### config.mk
export PLATFORM = sky130hd
export DESIGN_NAME = id_iex
export DESIGN_NICKNAME = d
export VERILOG_FILES = /design/src/rtl/id_iex.sv
export SDC_FILE = /design/constraint.sdc
export NUM_CORES = 1
export LEC_CHECK = 0
export ABC_CLOCK_PERIOD_IN_PS = 1100
export CAP_MARGIN = 20
export CORE_AREA = 2 2 137 139
export DETAILED_ROUTE_END_ITERATION = 8
export DIE_AREA = 0 0 139 141
export GPL_TIMING_DRIVEN = 0
export PLACE_DENSITY = 0.78
export SKIP_CTS_REPAIR_TIMING = 1
export SYNTH_ARGS = -nofsm -noshare
export SYNTH_HDL_FRONTEND = slang
export SYNTH_SLANG_ARGS = --single-unit
### constraint.sdc
create_clock -name clk -period 1.1 [get_ports clk]
set_clock_uncertainty 0.05 [all_clocks]
set_input_delay 0.165 -clock clk [delete_from_list [all_inputs] [get_ports clk]]
set_output_delay 0.165 -clock clk [all_outputs]
set_load 0.02 [all_outputs]
### src/rtl/id_iex.sv
// ID/EX datapath pipeline register: captures decode-stage operands/indices, 1-cycle latency.
// No backpressure: loads every edge; synchronous active-low reset and clear both insert an all-zero bubble.
module id_iex #(
  parameter int XLEN = 32,
  parameter int REGW = 5
) (
  input  logic            clk,
  input  logic            reset,
  input  logic            clear,
  input  logic [XLEN-1:0] rd1d,
  input  logic [XLEN-1:0] rd2d,
  input  logic [XLEN-1:0] pcd,
  input  logic [REGW-1:0] rs1d,
  input  logic [REGW-1:0] rs2d,
  input  logic [REGW-1:0] rdd,
  input  logic [XLEN-1:0] immextd,
  input  logic [XLEN-1:0] pcplus4d,
  output logic [XLEN-1:0] rd1e,
  output logic [XLEN-1:0] rd2e,
  output logic [XLEN-1:0] pce,
  output logic [REGW-1:0] rs1e,
  output logic [REGW-1:0] rs2e,
  output logic [REGW-1:0] rde,
  output logic [XLEN-1:0] immexte,
  output logic [XLEN-1:0] pcplus4e
);

  typedef struct packed {
    logic [XLEN-1:0] rd1;
    logic [XLEN-1:0] rd2;
    logic [XLEN-1:0] pc;
    logic [REGW-1:0] rs1;
    logic [REGW-1:0] rs2;
    logic [REGW-1:0] rd;
    logic [XLEN-1:0] imm;
    logic [XLEN-1:0] pcplus4;
  } fields_t;

  fields_t d_fields;
  fields_t e_fields;

  assign d_fields = '{
    rd1:     rd1d,
    rd2:     rd2d,
    pc:      pcd,
    rs1:     rs1d,
    rs2:     rs2d,
    rd:      rdd,
    imm:     immextd,
    pcplus4: pcplus4d
  };

  // A bubble has rd = x0, so it can never produce an architectural write.
  always_ff @(posedge clk) begin
    if (!reset || clear) begin
      e_fields <= '0;
    end else begin
      e_fields <= d_fields;
    end
  end

  assign rd1e     = e_fields.rd1;
  assign rd2e     = e_fields.rd2;
  assign pce      = e_fields.pc;
  assign rs1e     = e_fields.rs1;
  assign rs2e     = e_fields.rs2;
  assign rde      = e_fields.rd;
  assign immexte  = e_fields.imm;
  assign pcplus4e = e_fields.pcplus4;

endmodule

==> results of run 1 <==
## cell families (layout without fill, tap and decap cells)
group | Yosys count | count (layout)
simple gates | 175 | 175
buf+inv | 38 | 420
flops | 175 | 175
## sequential cells by signal, indices dropped and copies added, names as in the netlist
| name | count |
|---|---|
| rs1e | 5 |
| rde | 5 |
| pcplus4e | 32 |
| immexte | 32 |
| rd1e | 32 |
| rd2e | 32 |
| rs2e | 5 |
| pce | 32 |
## power by group
group          total, W  internal [W]  switching, W
clock           0.00562       0.00301       0.00262
sequential      0.00675       0.00663      0.000114
combinational   0.00200       0.00126      0.000742
## path summary, 6_finish.rpt
kind / cells past startpoint / to / from / slack, ns
setup / recovery: 1 / immexte[22] / immexte[22] / 0.01
hold / removal: 2 / pcplus4e[31] / reset / 0.05
## metrics by stage
| step | worst slack, ns | TNS, ns | cell area, um2 |
|---|---|---|---|
| CTS | -0.557 | -82.79 | 9680 |
| detailed placement | -0.0925 | -2.60 | 9130 |
| global route | -0.0336 | -0.859 | 10100 |
| floorplan | 0.345 | 0 | 5330 |
| global placement | -0.0971 | -2.05 | 9130 |
| finish | 0.0138 | 0 | 10100 |
## routing by layer
metal | wire length (um) | vias up
met5 | 0 | -
met4 | 127 | 0
met3 | 1780 | 9
met2 | 8490 | 221
met1 | 6040 | 1896
li1 | - | 2066
## synthesized netlist by cell type
| cell type | count | area [um2] |
|---|---|---|
| and3b_1 | 175 | 1530 |
| buf_2 | 17 | 85.1 |
| buf_4 | 3 | 22.5 |
| buf_6 | 16 | 180 |
| clkbuf_1 | 2 | 7.51 |
| dfxtp_1 | 175 | 3500 |
## layout by cell type (no fill, tap or decap), drive strengths merged
| master | count |
|---|---|
| buf | 211 |
| and3b | 175 |
| clkdlybuf4s50 | 175 |
| dfxtp | 175 |
| clkbuf | 22 |
| clkinvlp | 4 |
| clkinv | 4 |
| inv | 4 |
## layout make-up
class                   instances  area [um2]  area share
well taps                     234         293      0.0291
flip-flops and latches        175        3700       0.368
clock inverters                12         103      0.0102
repair buffers                350        3690       0.367
clock buffers                  20         447      0.0444
multi-input cells             175        1530       0.152
plain buffers                  38         295      0.0294
==> results.py, run 1 <==
metrics = {
    "clock_tree": {
        "cts_tree": "done",
        "ctsRootBufferMaster": "clkbuf_16",
        "clock_sinks": 175,
        "cts.clk_slew.worst_paths_ns": 0.07,
        "htree_num_levels": 4,
        "cts_buffer_depth": 2,
        "cts_buffers": 17,
    },
    "synthesis": {
        "syn_inst": 388,
        "ys_ff_latch": 175,
        "synth_xor_area_frac": 0,
        "synthMuxAreaShare": 0,
        "syn_avg_cell_area_um2": 13.7,
        "syn_nets": 566,
        "synthAdderAreaFrac": 0,
        "synth-compound-area-share": 0,
        "synth_top_family_by_area": "simple AND/OR/NAND/NOR gates",
        "ys_seq_area_frac": 0.657,
        "yosys.area_share.simple": 0.287,
        "syn-cell-area_mm2": 0.00533,
        "yosysUniqueCellTypes": 6,
        "yosys_warnings": 0,
    },
    "critical_path": {
        "cp_num_buf_inv": 1,
        "worstSetupEndpointType": "output pin",
        "path_cells": "buf_6",
        "crit_family": "flip-flops",
        "crit_arrival_ns": 0.87,
        "critPathLaunchType": "flip-flop",
        "crit_path_max_fanout": 1,
        "slowest_stage": "dfxtp_2",
        "slowest_delay_ns": 0.35,
        "critPathKind": "flip-flop to output pin",
        "cp_data_required_time_ns": 0.88,
    },
    "timing": {
        "setup_violations": 0,
        "hold_violations": 0,
        "post-route-min-period_ns": 1.09,
        "timing.hold.ws_ns": 0.0505,
        "rsz0062_at_grt": "yes",
        "final_max_slew_viol_count": 0,
        "tightest_slew_ns": 0.326,
        "clock.fmax_mhz": 921,
        "fin_crit_sh": 0.987,
        "maxSlewHeadroom": 0.783,
    },
    "power_and_ir_drop": {
        "cellPowerDensity_mw_per_mm2": 1430,
        "finalPower_w": 0.0144,
        "vdd_drop_max_v": 0.000963,
        "leakage_nw": 4.92,
    },
    "grt": {
        "overflow": 0,
        "grt_max_degree": 17,
        "grt_usage": 0.162,
        "grt_antenna_before_repair": 0,
        "grt_pass1_vias": 4402,
        "busiest_layer": "met2",
        "grtUsageMet1": 0.164,
        "grt_first_pass_wirelength_um": 24200,
        "grt_util_met2": 0.296,
        "grt.met3_usage": 0.0815,
    },
    "route": {
        "vias_per_cell": 4.18,
        "totalWireLength_um": 16400,
        "drt_iter0_drc": 79,
        "drc": 0,
        "vias": 4192,
        "route.detailed.wl_per_inst_um": 16.4,
        "drtPass1Iterations": 4,
        "final_antenna_net_count": 0,
    },
    "placed_design": {
        "gp_congestion": 0.768,
        "dp_hpwl_um": 12700,
        "dp_cells": 972,
        "portBuffers": 350,
    },
    "floorplanning": {
        "die_y_um": 141,
        "rows": 50,
        "die_x_um": 139,
        "design.die.area_mm2": 0.0196,
        "core_area_mm2": 0.0183,
        "initial_core_util": 0.292,
        "ios": 353,
    },
    "finish": {
        "final_nets": 935,
        "area_growth_syn_to_layout_pct": 88.6,
        "drive_gt1_frac": 0.516,
        "fin_cells": 1004,
        "fillers": 1541,
        "final_util": 0.551,
        "num_antenna_cells": 0,
    },
    "run_status": {
        "status": "finished clean",
    },
    "hold_path": {
        "min-delay-path-class": "primary input to flip-flop",
    },
    "flow_run": {
        "max-cap-violations": 0,
    },
}
No activity file was read; power rests on OpenSTA's default activity.
==> inputs of run 2 (changes only) <==
--- a/config.mk
+++ b/config.mk
@@ -7,11 +7,12 @@
 export LEC_CHECK = 0
 export ABC_CLOCK_PERIOD_IN_PS = 1100
 export CAP_MARGIN = 20
-export CORE_AREA = 2 2 137 139
+export CORE_AREA = 2 2 136 138
 export DETAILED_ROUTE_END_ITERATION = 8
-export DIE_AREA = 0 0 139 141
+export DIE_AREA = 0 0 138 140
+export DONT_BUFFER_PORTS = 1
 export GPL_TIMING_DRIVEN = 0
-export PLACE_DENSITY = 0.78
+export PLACE_DENSITY = 0.54
 export SKIP_CTS_REPAIR_TIMING = 1
 export SYNTH_ARGS = -nofsm -noshare
 export SYNTH_HDL_FRONTEND = slang
==> run 2 against run 1 <==
Net effect: the run now fails in global routing (5_1_grt); synthesized area unchanged; synthesized cell count unchanged.
==> results.py, run 2 <==
metrics = {
    "synthesis": {
        "yosys.area.top_type": "dfxtp_1",
        "async_flop_share": 0,
        "synth_top_area_share": 0.657,
        "syn_avg_cell_area_um2": 13.7,
        "yosys_warnings": 0,
        "synthFlopType": "dfxtp_1",
        "ys_seq_area_frac": 0.657,
        "synth_common_cells": "and3b_1, dfxtp_1, buf_2, buf_6, buf_4",
        "syn-cell-area_mm2": 0.00533,
        "syn_inst": 388,
        "yosysUniqueCellTypes": 6,
        "syn_nets": 566,
        "ys_ff_latch": 175,
        "synth_area_leaders": "dfxtp_1, and3b_1, buf_6, buf_2, buf_4",
        "synth_edf_count": 0,
    },
    "run_status": {
        "status": "did not finish",
        "haltStage": "global routing (5_1_grt)",
        "stop_error": "[ERROR RSZ-0060] Max buffer count reached.",
    },
    "timing": {
        "grt-worst-endpoint": "pcplus4e[7]",
        "worst-ep-kind": "top-level output",
    },
    "clock_tree": {
        "clock_sinks": 175,
        "cts_buffers": 17,
        "cts_buffer_depth": 2,
        "ctsRootBufferMaster": "clkbuf_16",
        "htree_num_levels": 4,
    },
    "floorplanning": {
        "ios": 353,
        "rows": 49,
        "die_x_um": 138,
        "die_y_um": 140,
        "initial_core_util": 0.300,
    },
    "grt": {
        "grt_max_degree": 18,
    },
    "placed_design": {
        "dp_hpwl_um": 11100,
        "gp_congestion": 0.832,
        "portBuffers": 0,
        "dp_cells": 617,
        "preCtsSetupSlack_ns": 0.207,
    },
}
-- run 2: cell counts after synthesis --
No cell type changed its count.
-- run 2: metrics by stage --
stage          TNS [ns]  cell area [um2]
2_1_floorplan         0             5330
3_3_place_gp          0             5620
3_5_place_dp          0             5620
4_1_cts          -0.947             6200
-- run 2: logic make-up after synthesis --
kind of cell	after synthesis	synth area share
DFF	175	0.657
buffers and inverters	38	0.0554
and+or+nand+nor	175	0.287
==> inputs of run 3 (changes only) <==
--- a/config.mk
+++ b/config.mk
@@ -7,12 +7,12 @@
 export LEC_CHECK = 0
 export ABC_CLOCK_PERIOD_IN_PS = 1100
 export CAP_MARGIN = 20
-export CORE_AREA = 2 2 136 138
+export CORE_AREA = 2 2 137 139
 export DETAILED_ROUTE_END_ITERATION = 8
-export DIE_AREA = 0 0 138 140
+export DIE_AREA = 0 0 139 141
 export DONT_BUFFER_PORTS = 1
 export GPL_TIMING_DRIVEN = 0
-export PLACE_DENSITY = 0.54
+export PLACE_DENSITY_LB_ADDON = 0.15
 export SKIP_CTS_REPAIR_TIMING = 1
 export SYNTH_ARGS = -nofsm -noshare
 export SYNTH_HDL_FRONTEND = slang
==> run 3 against run 2 <==
Net effect: the flow again stops in global routing (5_1_grt); synthesized area unchanged; synthesized cell count unchanged.
==> results.py, run 3 <==
metrics = {
    "clock_tree": {
        "htree_num_levels": 4,
        "cts_buffers": 17,
        "clock_sinks": 175,
        "ctsRootBufferMaster": "clkbuf_16",
        "cts_buffer_depth": 2,
    },
    "placed_design": {
        "gp_congestion": 0.752,
        "dp_hpwl_um": 10600,
        "portBuffers": 0,
        "dp_cells": 622,
    },
    "floorplanning": {
        "die_y_um": 141,
        "initial_core_util": 0.292,
        "die_x_um": 139,
        "ios": 353,
        "rows": 50,
    },
    "synthesis": {
        "synth-compound-area-share": 0,
        "synth_xor_area_frac": 0,
        "synth_edf_count": 0,
        "synth_top_family_by_area": "simple AND/OR/NAND/NOR gates",
        "syn_nets": 566,
        "synthAdderAreaFrac": 0,
        "synthFlopType": "dfxtp_1",
        "synthMuxAreaShare": 0,
        "ys_seq_area_frac": 0.657,
        "yosys.area.top_type": "dfxtp_1",
        "syn_avg_cell_area_um2": 13.7,
        "async_flop_share": 0,
        "synth_common_cells": "and3b_1, dfxtp_1, buf_2, buf_6, buf_4",
        "yosys_warnings": 0,
        "synth_top_area_share": 0.657,
        "yosysUniqueCellTypes": 6,
        "synth_area_leaders": "dfxtp_1, and3b_1, buf_6, buf_2, buf_4",
        "yosys.area_share.simple": 0.287,
        "syn_inst": 388,
        "ys_ff_latch": 175,
        "syn-cell-area_mm2": 0.00533,
    },
    "run_status": {
        "stop_error": "[ERROR RSZ-0060] Max buffer count reached.",
        "status": "did not finish",
        "haltStage": "global routing (5_1_grt)",
    },
    "grt": {
        "grt_max_degree": 17,
    },
    "timing": {
        "grt-worst-endpoint": "pce[3]",
        "worst-ep-kind": "top-level output",
    },
}
## run 3: cell counts after synthesis
Identical to the previous run, type by type.
## run 3: cell families after synthesis
logic type | after synthesis
flops | 175
simple gates | 175
buf+inv | 38
## run 3: stage by stage
stage | cell area [um2] | hold slack, ns | TNS (ns) | setup slack [ns]
4_1_cts | 6230 | -0.172 | -0.682 | -0.0713
3_3_place_gp | 5620 | 0.279 | 0 | 0.193
3_5_place_dp | 5620 | 0.282 | 0 | 0.166
2_1_floorplan | 5330 | 0.279 | 0 | 0.345
